**src/rtl/tetris_input_arbiter_pkg.sv**
```systemverilog
// Shared command codes, arbiter state type and priority helper for the Tetris input path.
package tetris_input_arbiter_pkg;

    localparam int CMD_W   = 3;
    localparam int NUM_SRC = 6;

    localparam logic [CMD_W-1:0] CMD_NONE    = 3'd0;
    localparam logic [CMD_W-1:0] CMD_GRAVITY = 3'd1;
    localparam logic [CMD_W-1:0] CMD_DROP    = 3'd2;
    localparam logic [CMD_W-1:0] CMD_ROTATE  = 3'd3;
    localparam logic [CMD_W-1:0] CMD_LEFT    = 3'd4;
    localparam logic [CMD_W-1:0] CMD_RIGHT   = 3'd5;
    localparam logic [CMD_W-1:0] CMD_DOWN    = 3'd6;

    typedef enum logic {
        ST_IDLE,
        ST_OFFER
    } arb_state_t;

    // Pending bit i carries command code i+1, so the lowest set bit is the highest priority.
    function automatic logic [CMD_W-1:0] first_pending(input logic [NUM_SRC-1:0] p);
        logic [CMD_W-1:0] c;
        c = CMD_NONE;
        for (int unsigned i = NUM_SRC; i > 0; i--) begin
            if (p[i-1]) c = CMD_W'(i);
        end
        return c;
    endfunction

endpackage

```
**src/rtl/tetris_input_arbiter_key_repeat.sv**
```systemverilog
// Press-edge detector with optional hold-to-repeat timer for one debounced key.
module key_repeat #(
    parameter int unsigned REPEAT_DELAY = 6250000,
    parameter int unsigned REPEAT_RATE  = 2500000
) (
    input  logic clk,
    input  logic rst_n,
    input  logic enable,
    input  logic key,
    input  logic repeat_en,
    output logic evt
);

    logic        key_prev;
    logic        active;
    logic        phase;
    logic [31:0] cnt;
    logic        press;
    logic        hit;

    assign press = key & ~key_prev;
    // phase 0 waits for the initial delay, phase 1 for the steady repeat rate
    assign hit   = active & (phase ? (cnt == 32'(REPEAT_RATE - 1))
                                   : (cnt == 32'(REPEAT_DELAY - 1)));
    assign evt   = enable & (press | (repeat_en & key & hit));

    always_ff @(posedge clk) begin
        if (!rst_n) begin
            key_prev <= key;
            active   <= 1'b0;
            phase    <= 1'b0;
            cnt      <= '0;
        end else begin
            key_prev <= key;
            if (!enable || !repeat_en || !key) begin
                active <= 1'b0;
                phase  <= 1'b0;
                cnt    <= '0;
            end else if (press) begin
                active <= 1'b1;
                phase  <= 1'b0;
                cnt    <= '0;
            end else if (hit) begin
                phase  <= 1'b1;
                cnt    <= '0;
            end else if (active) begin
                cnt    <= cnt + 32'd1;
            end
        end
    end

endmodule

```
**src/rtl/tetris_input_arbiter.sv**
```systemverilog
// Turns key levels and the gravity tick into prioritised, one-at-a-time game commands.
module tetris_input_arbiter
    import tetris_input_arbiter_pkg::*;
#(
    parameter int unsigned REPEAT_DELAY = 6250000,
    parameter int unsigned REPEAT_RATE  = 2500000
) (
    input  logic       clk,
    input  logic       rst_n,
    input  logic       enable,
    input  logic       key_left,
    input  logic       key_right,
    input  logic       key_rotate,
    input  logic       key_down,
    input  logic       key_drop,
    input  logic       gravity_tick,
    input  logic       cmd_ready,
    output logic       cmd_valid,
    output logic [2:0] cmd_code
);

    logic [NUM_SRC-1:0] evts;
    logic [NUM_SRC-1:0] pending, pending_d;
    logic [NUM_SRC-1:0] grant;
    logic [CMD_W-1:0]   sel_code;
    logic [CMD_W-1:0]   code_d;
    arb_state_t         state, state_d;

    logic [NUM_SRC-1:1] key_lvl;
    logic [NUM_SRC-1:1] key_rep;

    assign evts[0] = gravity_tick;
    assign key_lvl = {key_down, key_right, key_left, key_rotate, key_drop};
    assign key_rep = 5'b11100;

    for (genvar g = 1; g < NUM_SRC; g++) begin : g_key
        key_repeat #(
            .REPEAT_DELAY (REPEAT_DELAY),
            .REPEAT_RATE  (REPEAT_RATE)
        ) u_key (
            .clk       (clk),
            .rst_n     (rst_n),
            .enable    (enable),
            .key       (key_lvl[g]),
            .repeat_en (key_rep[g]),
            .evt       (evts[g])
        );
    end

    assign sel_code  = first_pending(pending);
    assign cmd_valid = (state == ST_OFFER);

    always_comb begin
        state_d = state;
        code_d  = cmd_code;
        grant   = '0;
        case (state)
            ST_IDLE: begin
                if (enable && (sel_code != CMD_NONE)) begin
                    for (int unsigned i = 0; i < NUM_SRC; i++) begin
                        grant[i] = (sel_code == CMD_W'(i + 1));
                    end
                    code_d  = sel_code;
                    state_d = ST_OFFER;
                end
            end
            ST_OFFER: begin
                if (cmd_ready) begin
                    code_d  = CMD_NONE;
                    state_d = ST_IDLE;
                end
            end
            default: begin
                code_d  = CMD_NONE;
                state_d = ST_IDLE;
            end
        endcase
        // OR-ing new events after the grant clear lets a same-edge event survive
        pending_d = enable ? ((pending & ~grant) | evts) : '0;
    end

    always_ff @(posedge clk) begin
        if (!rst_n) begin
            state    <= ST_IDLE;
            cmd_code <= CMD_NONE;
            pending  <= '0;
        end else begin
            state    <= state_d;
            cmd_code <= code_d;
            pending  <= pending_d;
        end
    end

endmodule

```
**config.mk**
```make
export PLATFORM = sky130hd
export DESIGN_NAME = tetris_input_arbiter
export DESIGN_NICKNAME = d
export VERILOG_FILES = /design/src/rtl/tetris_input_arbiter_pkg.sv /design/src/rtl/tetris_input_arbiter_key_repeat.sv /design/src/rtl/tetris_input_arbiter.sv
export SDC_FILE = /design/constraint.sdc
export NUM_CORES = 1
export LEC_CHECK = 0
export ABC_AREA = 1
export ABC_CLOCK_PERIOD_IN_PS = 3700
export BUFFER_PORTS_ARGS = -buffer_cell sky130_fd_sc_hd__buf_4
export CAP_MARGIN = 20
export CORE_UTILIZATION = 55
export CTS_CLUSTER_SIZE = 8
export DETAILED_ROUTE_END_ITERATION = 8
export PLACE_DENSITY = 0.8
export REMOVE_ABC_BUFFERS = 1
export SLEW_MARGIN = 40
export SYNTH_ARGS = -nofsm -noshare
export SYNTH_HDL_FRONTEND = slang
export SYNTH_HIERARCHICAL = 1
export SYNTH_SLANG_ARGS = --single-unit
```
**constraint.sdc**
```tcl
create_clock -name clk -period 3.7 [get_ports clk]
set_clock_uncertainty 0.05 [all_clocks]
set_input_delay 0.74 -clock clk [delete_from_list [all_inputs] [get_ports clk]]
set_output_delay 0.74 -clock clk [all_outputs]
set_load 0.01 [all_outputs]
```
==> results.ini, run 1 <==
[placed_design]
hpwl_um = 19800
gp_congestion = 0.925
io_buffer_count = 13
placed_area_um2 = 11400
place_inst = 2074

[drt]
first_iter_violations = 880
drt-pass1-iter-count = 6
routed-wl-met3_um = 1490
routedWlPerCell_um = 12.6
top_layer = met4
dr_wl_met2_um = 12100
totalWireLength_um = 26500
drc_errors = 0
vias_per_cell = 5.22
antenna_left = 0
wl_met1_um = 12500
vias = 11000

[worst_setup_path]
crit_fanout = 15
critPathRequiredTime_ps = 4010
cp-end-kind = flop
start_kind = flop
crit_type = flop to flop
worstPathArrival_ps = 2240

[global_route]
grt_pass1_wl_um = 44900
grtUsageTotal = 0.254
overflow = 0
first_global_vias = 9850
antenna_found_initial = 0
grt_start_max_net_pins = 29

[sta]
setup_tns_ps = 0
report.final.setup_viol = 0
max_freq_mhz = 517
slew_headroom = 0.595
finalHoldWorstSlack_ps = 395
drv_slew = 0
rsz0062_at_grt = no
hold_viol = 0
worst_pin_slew_ps = 606
finalCriticalPeriod_ps = 1930
post-route-period-util = 0.523

[clocking]
cts_buffer_depth = 2
cts_max_level = 4
hold_buffers = 0
numCtsBuffers = 17
cts_sinks = 185
cts_setup_buffers = 0
cts-root-buf = clkbuf_16
clock_latency_ps = 430
clk_pin_slew_ps = 60
cts_tree = done
cts_resized = 0

[finish]
drive_gt1_frac = 0.0636
fin_util = 0.608
layout_common_cells = nand2_1, nor2_1, inv_1
final_cell_area_um2 = 12000
layout_commonest_cell = nand2_1
syn2layout_area_growth_pct = 6.77
fill_cells = 1855
final_cell_count_no_fill = 2105
fin_nets = 1843
antenna_cells = 0

[die]
die_x_um = 145
fp.coreArea_um2 = 19700
ioPinCount = 14
rows = 51
dieHeight_um = 145
start_util = 0.570
fp.dieArea_um2 = 21000

[synthesis]
ys_ff_latch = 185
synth_top_area_cell = dfxtp_1
syn_avg_cell_area_um2 = 6.20
synth.top_cells.by_area = dfxtp_1, nand2_1, nor2_1
yosysSeqAreaShare = 0.330
postSynthCellCount = 1813
yosysWarningCount = 6
netlist.area_leader.share = 0.330
synth_cell_type_count = 32
syn_area_um2 = 11200

[power_and_ir_drop]
p_leak_nw = 4.25
peakVddDrop_v = 0.000336
powerDensity_nw_per_um2 = 316

[hold_path]
worstHoldPathType = primary input to flop

[run]
maxCapViolCount = 0

[run_status]
status = complete, no violations

==> critical path, cell delays in order (launching register included) <==
cell     delay (ps)
dfxtp_1         690
inv_1           280
nor2_1          150
nand2_1          70
nor2_1          170
nand3_1         150
nand2_1         100
nand3_1         100
nor2_1          110
==> per-stage QoR <==
step	setup slack, ps	total power [W]
detailed placement	1700	0.00212
finish	1770	0.00380
CTS	1760	0.00383
global placement	1760	0.00212
floorplan	2110	0.00210
global route	1590	0.00392
==> path summary, 6_finish.rpt <==
| check | from | to | slack (ps) | cells past startpoint |
|---|---|---|---|---|
| setup / recovery | g_key[3].u_key/active | g_key[3].u_key/cnt[24] | 1770 | 8 |
| hold / removal | key_left | g_key[3].u_key/key_prev | 390 | 1 |
| setup reg to reg | g_key[3].u_key/active | g_key[3].u_key/cnt[24] | 1770 | 8 |
| hold reg to reg | g_key[3].u_key/cnt[1] | g_key[3].u_key/cnt[1] | 430 | 2 |
==> sequential cells by signal (all words and copies together) (netlist names) <==
| name | count |
|---|---|
| g_key.u_key/key_prev | 5 |
| cmd_code | 3 |
| g_key.u_key/active | 5 |
| g_key.u_key/cnt | 160 |
| cmd_valid | 1 |
| g_key.u_key/phase | 5 |
| pending | 6 |
==> report_power, final <==
| group | switching (W) | total, W | internal, W |
|---|---|---|---|
| Combinational | 0.0000480 | 0.0000737 | 0.0000257 |
| Clock | 0.000740 | 0.00172 | 0.000975 |
| Sequential | 0.00000799 | 0.00201 | 0.00200 |
==> cells by family after synthesis <==
family	share of synthesized area
simple gates	0.469
flops	0.330
buf+inv	0.0936
compound gates	0.0310
fa+ha+maj	0.00557
xor+xnor	0.0709
other cells	0.000668
==> cell usage after synthesis (all sizes together) <==
cell type / n
a21oi: 41
conb: 2
nor2: 487
buf: 20
nor3: 32
a21boi: 5
and2: 4
xnor2: 20
o31ai: 1
nand2: 486
nand4: 29
inv: 219
dfxtp: 185
nand3: 188
xor2: 71
o21ai: 11
o22ai: 4
ha: 5
or2: 2
a31oi: 1
==> area by class of cell <==
type	instances	area, µm²	share of cell area
clock buffer	24	482	0.0402
clock inverter	7	68.8	0.00574
inverter	219	822	0.0685
multi-input combinational	1392	6490	0.541
sequential	185	3700	0.309
tap	265	332	0.0276
timing repair buffer	13	97.6	0.00813
==> per-layer routing <==
| metal | global-route usage | vias to the layer above |
|---|---|---|
| li1 | - | 5644 |
| met4 | 0.0723 | 0 |
| met1 | 0.344 | 4983 |
| met5 | 0 | - |
| met2 | 0.420 | 337 |
| met3 | 0.0340 | 34 |
Note: power is estimated with default switching activity, not from simulation.
==> run 2: changes to the inputs <==
Settings changed: ABC_CLOCK_PERIOD_IN_PS 3700 to 1750, PLACE_DENSITY 0.8 to 0.83.
Clock period 3.7 ns to 1.75 ns, I/O delays scaled along.
==> results.ini, run 2 (synthesis results as in run 1) <==
[die]
die_x_um = 145
fp.dieArea_um2 = 21000
ioPinCount = 14
dieHeight_um = 145
fp.coreArea_um2 = 19700
start_util = 0.570
rows = 51

[power_and_ir_drop]
peakVddDrop_v = 0.000724
internal_power_w = 0.00628
clkPwrFrac = 0.461
p_leak_nw = 4.37
comb_power_share = 0.022
swShare = 0.233
power.net_switching_w = 0.00191
sequentialPowerShare = 0.517
powerDensity_nw_per_um2 = 668

[finish]
fin_nets = 1867
final_cell_area_um2 = 12300
fill_cells = 1805
final_cell_count_no_fill = 2130
top_register = g_key.u_key/cnt
layout_commonest_cell = nand2_1
largest_reg_flops = 160
layout_common_cells = nand2_1, nor2_1, inv_1
regArea_um2 = 3710
multi_input_area_um2 = 6540
syn2layout_area_growth_pct = 9.05
reg.largest.list = g_key.u_key/cnt (160), pending (6)
antenna_cells = 0
drive_gt1_frac = 0.0810

[placed_design]
hpwl_um = 20500
placed_area_um2 = 11600
io_buffer_count = 13
gp_congestion = 0.938
place_inst = 2092

[worst_setup_path]
r2r_cells = 8
cp-end-kind = flop
critPathRequiredTime_ps = 2030
crit_type = flop to flop
worstPathArrival_ps = 1980
crit_fanout = 14
start_kind = flop

[clocking]
numCtsBuffers = 17
clk_pin_slew_ps = 70
cts-root-buf = clkbuf_16
clock_latency_ps = 440
cts_setup_buffers = 0
cts_tree = done
cts_max_level = 4
cts_sinks = 185
cts_buffer_depth = 2

[sta]
post-route-period-util = 0.970
finalCriticalPeriod_ps = 1700
worst_pin_slew_ps = 591
max_freq_mhz = 589
drv_slew = 0
slew_headroom = 0.606
report.final.setup_viol = 0
hold_viol = 0

[run]
maxCapViolCount = 0

[drt]
drc_errors = 0
vias = 11200
antenna_left = 0
vias_per_cell = 5.28
first_iter_violations = 779
routedWlPerCell_um = 12.8
totalWireLength_um = 27300
drt-pass1-iter-count = 5

[hold_path]
min_path_cells = 3
worstHoldPathType = primary input to flop

[global_route]
grt_start_max_net_pins = 29
overflow = 0
grt_pass1_wl_um = 46200
grtUsageTotal = 0.262
antenna_found_initial = 0
first_global_vias = 10200

[run_status]
status = complete, no violations

[run 2: per-layer routing]
metal / vias up / part of all wire / global-route usage
met5: - / 0 / 0
met4: 0 / 0.023 / 0.0862
met1: 5108 / 0.46 / 0.343
met3: 61 / 0.059 / 0.0425
li1: 5700 / - / -
met2: 372 / 0.46 / 0.437
[run 2: final timing paths]
kind / startpoint / to / slack [ps]
min reg2reg: pending[2] / pending[2] / 430
min: gravity_tick / pending[0] / 80
max reg2reg: g_key[5].u_key/cnt[0] / g_key[5].u_key/cnt[1] / 50
max: g_key[5].u_key/cnt[0] / g_key[5].u_key/cnt[1] / 50
[run 2: what timing repair did]
action	4_1_cts	5_1_grt
hold buffers	5	0
endpoints found under the setup margin	0	91
hold endpoints to repair	5	0
resized for setup	0	13
[run 2: metrics by stage]
step                      setup TNS [ps]  power (W)  setup slack [ps]  hold slack, ps   util
final                                  0    0.00819              51.9            79.5  0.621
after global placement                 0    0.00449               154             418  0.587
after global routing               -8.32    0.00843             -8.32            95.9  0.621
after floorplan                        0    0.00443               289             328      -
after detailed placement               0    0.00450              79.3             424  0.587
after CTS                              0    0.00825              24.9            70.9  0.619
[run 2: cell type report]
type,instances,share of cell area
clock buffers,17,0.0347
clock inverters,15,0.0114
inverters,219,0.0671
multi-input cells,1393,0.534
flip-flops and latches,185,0.303
well taps,265,0.0271
repair buffers,36,0.0231
[run 2: worst max-delay path, stage by stage, from the launching register on]
cell and delay (ps):
dfxtp_2 380, ha_1 180, nand3_1 160, nor2_2 170
nand2_1 100, nor2_2 160, nand2_4 140, nand2_8 160
a21oi_1 60
[run 2: power groups by stage]
stage	Sequential, W	Combinational (W)	Clock (W)
final	0.00424	0.000180	0.00377
after global routing	0.00424	0.000200	0.00399
after CTS	0.00424	0.000174	0.00384
after detailed placement	0.00433	0.000165	0
after global placement	0.00433	0.000160	0
after floorplan	0.00433	0.0000965	0
==> run 3: changes to the inputs <==
Settings changed: ABC_CLOCK_PERIOD_IN_PS 1750 to 1900, PLACE_DENSITY 0.83 to 0.8.
Clock period 1.75 ns to 1.9 ns, I/O delays scaled along.
==> results.ini, run 3 (synthesis results as in run 1) <==
[power_and_ir_drop]
power_w = 0.00741
p_leak_nw = 4.29
peakVddDrop_v = 0.000696
powerDensity_nw_per_um2 = 614

[run_status]
status = complete, no violations

[drt]
vias = 11000
antenna_left = 0
drc_errors = 0
totalWireLength_um = 26700
first_iter_violations = 838
vias_per_cell = 5.19
drt-pass1-iter-count = 5
routedWlPerCell_um = 12.6

[worst_setup_path]
critPathRequiredTime_ps = 2160
worstPathArrival_ps = 2000
crit_type = flop to flop
crit_fanout = 27
cp-end-kind = flop
r2r_slack_ps = 160
start_kind = flop

[clocking]
numCtsBuffers = 17
cts_buffer_depth = 2
cts_sinks = 185
cts_setup_buffers = 0
cts_tree = done
clk_pin_slew_ps = 70
cts_max_level = 4
hold_buffers = 0
cts-root-buf = clkbuf_16
clock_latency_ps = 430
cts_resized = 0

[finish]
syn2layout_area_growth_pct = 7.38
fin_nets = 1851
reg.largest.list = g_key.u_key/cnt (160), pending (6)
largest_reg_flops = 160
fin_util = 0.612
drive_gt1_frac = 0.0703
layout_commonest_cell = nand2_1
antenna_cells = 0
top_register = g_key.u_key/cnt
final_cell_count_no_fill = 2114
layout_common_cells = nand2_1, nor2_1, inv_1
fill_cells = 1908

[placed_design]
hpwl_um = 20300
io_buffer_count = 13
place_inst = 2082
gp_congestion = 0.955

[sta]
post-route-period-util = 0.914
drv_slew = 0
rsz0062_at_grt = no
hold_viol = 0
setup_tns_ps = 0
worst_pin_slew_ps = 670
slew_headroom = 0.553
report.final.setup_viol = 0
max_freq_mhz = 576
finalCriticalPeriod_ps = 1740

[die]
ioPinCount = 14
dieHeight_um = 145
die_x_um = 145
fp.coreArea_um2 = 19700
rows = 51
start_util = 0.570
fp.dieArea_um2 = 21000

[run]
maxCapViolCount = 0

[hold_path]
worstHoldPathType = primary input to flop

[global_route]
grtUsageTotal = 0.261
grt_start_max_net_pins = 29
antenna_found_initial = 0
overflow = 0
first_global_vias = 10200
grt_pass1_wl_um = 46000

[run 3: cell count changes in the layout (fill, tap and decap cells not counted), moves of 3 or more]
| cell | change |
|---|---|
| dlygate4sd3_1 | -5 |
| inv_6 | -4 |
| dfxtp_1 | +5 |
| nor2_2 | -4 |
| nand2_8 | -3 |
| buf_4 | -10 |
| dfxtp_2 | -5 |
| clkbuf_8 | +3 |
| nor2_1 | +4 |
[run 3: layout make-up]
class,instances,area (µm²),area share
multi-input combinational,1392,6490,0.538
clock inverter,12,92.6,0.00767
clock buffer,20,467,0.0387
sequential,185,3700,0.307
tap,265,332,0.0275
timing repair buffer,21,158,0.0131
inverter,219,822,0.0681
[run 3: per-layer routing]
metal | share of wire | vias up | GRT usage
li1 | - | 5663 | -
met1 | 0.47 | 4966 | 0.346
met2 | 0.45 | 305 | 0.431
met3 | 0.057 | 44 | 0.0403
met4 | 0.019 | 0 | 0.0883
met5 | 0 | - | 0
[run 3: critical path, cell delays in order (launching register included)]
cell     delay [ps]
dfxtp_1         420
ha_1            230
nand3_1         120
nor2_1          120
nand2_1          60
nor2_1          120
nand2_2         130
nand2_4         270
nor2_1           80
[run 3: path summary, 6_finish.rpt]
kind | start | endpoint | cells after the start
min | key_right | g_key[4].u_key/key_prev | 1
max reg2reg | g_key[3].u_key/cnt[0] | g_key[3].u_key/cnt[11] | 8
min reg2reg | pending[2] | pending[2] | 2
max | g_key[3].u_key/cnt[0] | g_key[3].u_key/cnt[11] | 8
[run 3: report_power, final]
group          internal [W]  switching [W]  leakage [nW]
Clock               0.00179        0.00157         0.265
Combinational     0.0000521      0.0000972          2.53
Sequential          0.00389      0.0000148          1.49
Total               0.00573        0.00168          4.29
[run 3: metrics by stage]
step | hold slack (ps) | setup WS, ps | instance area [µm²]
2_1_floorplan | 358 | 439 | 11000
3_3_place_gp | 422 | 265 | 11500
3_5_place_dp | 430 | 174 | 11500
4_1_cts | 14.2 | 165 | 12100
5_1_grt | 10.8 | 12.2 | 12100
6_report | 30.2 | 164 | 12100
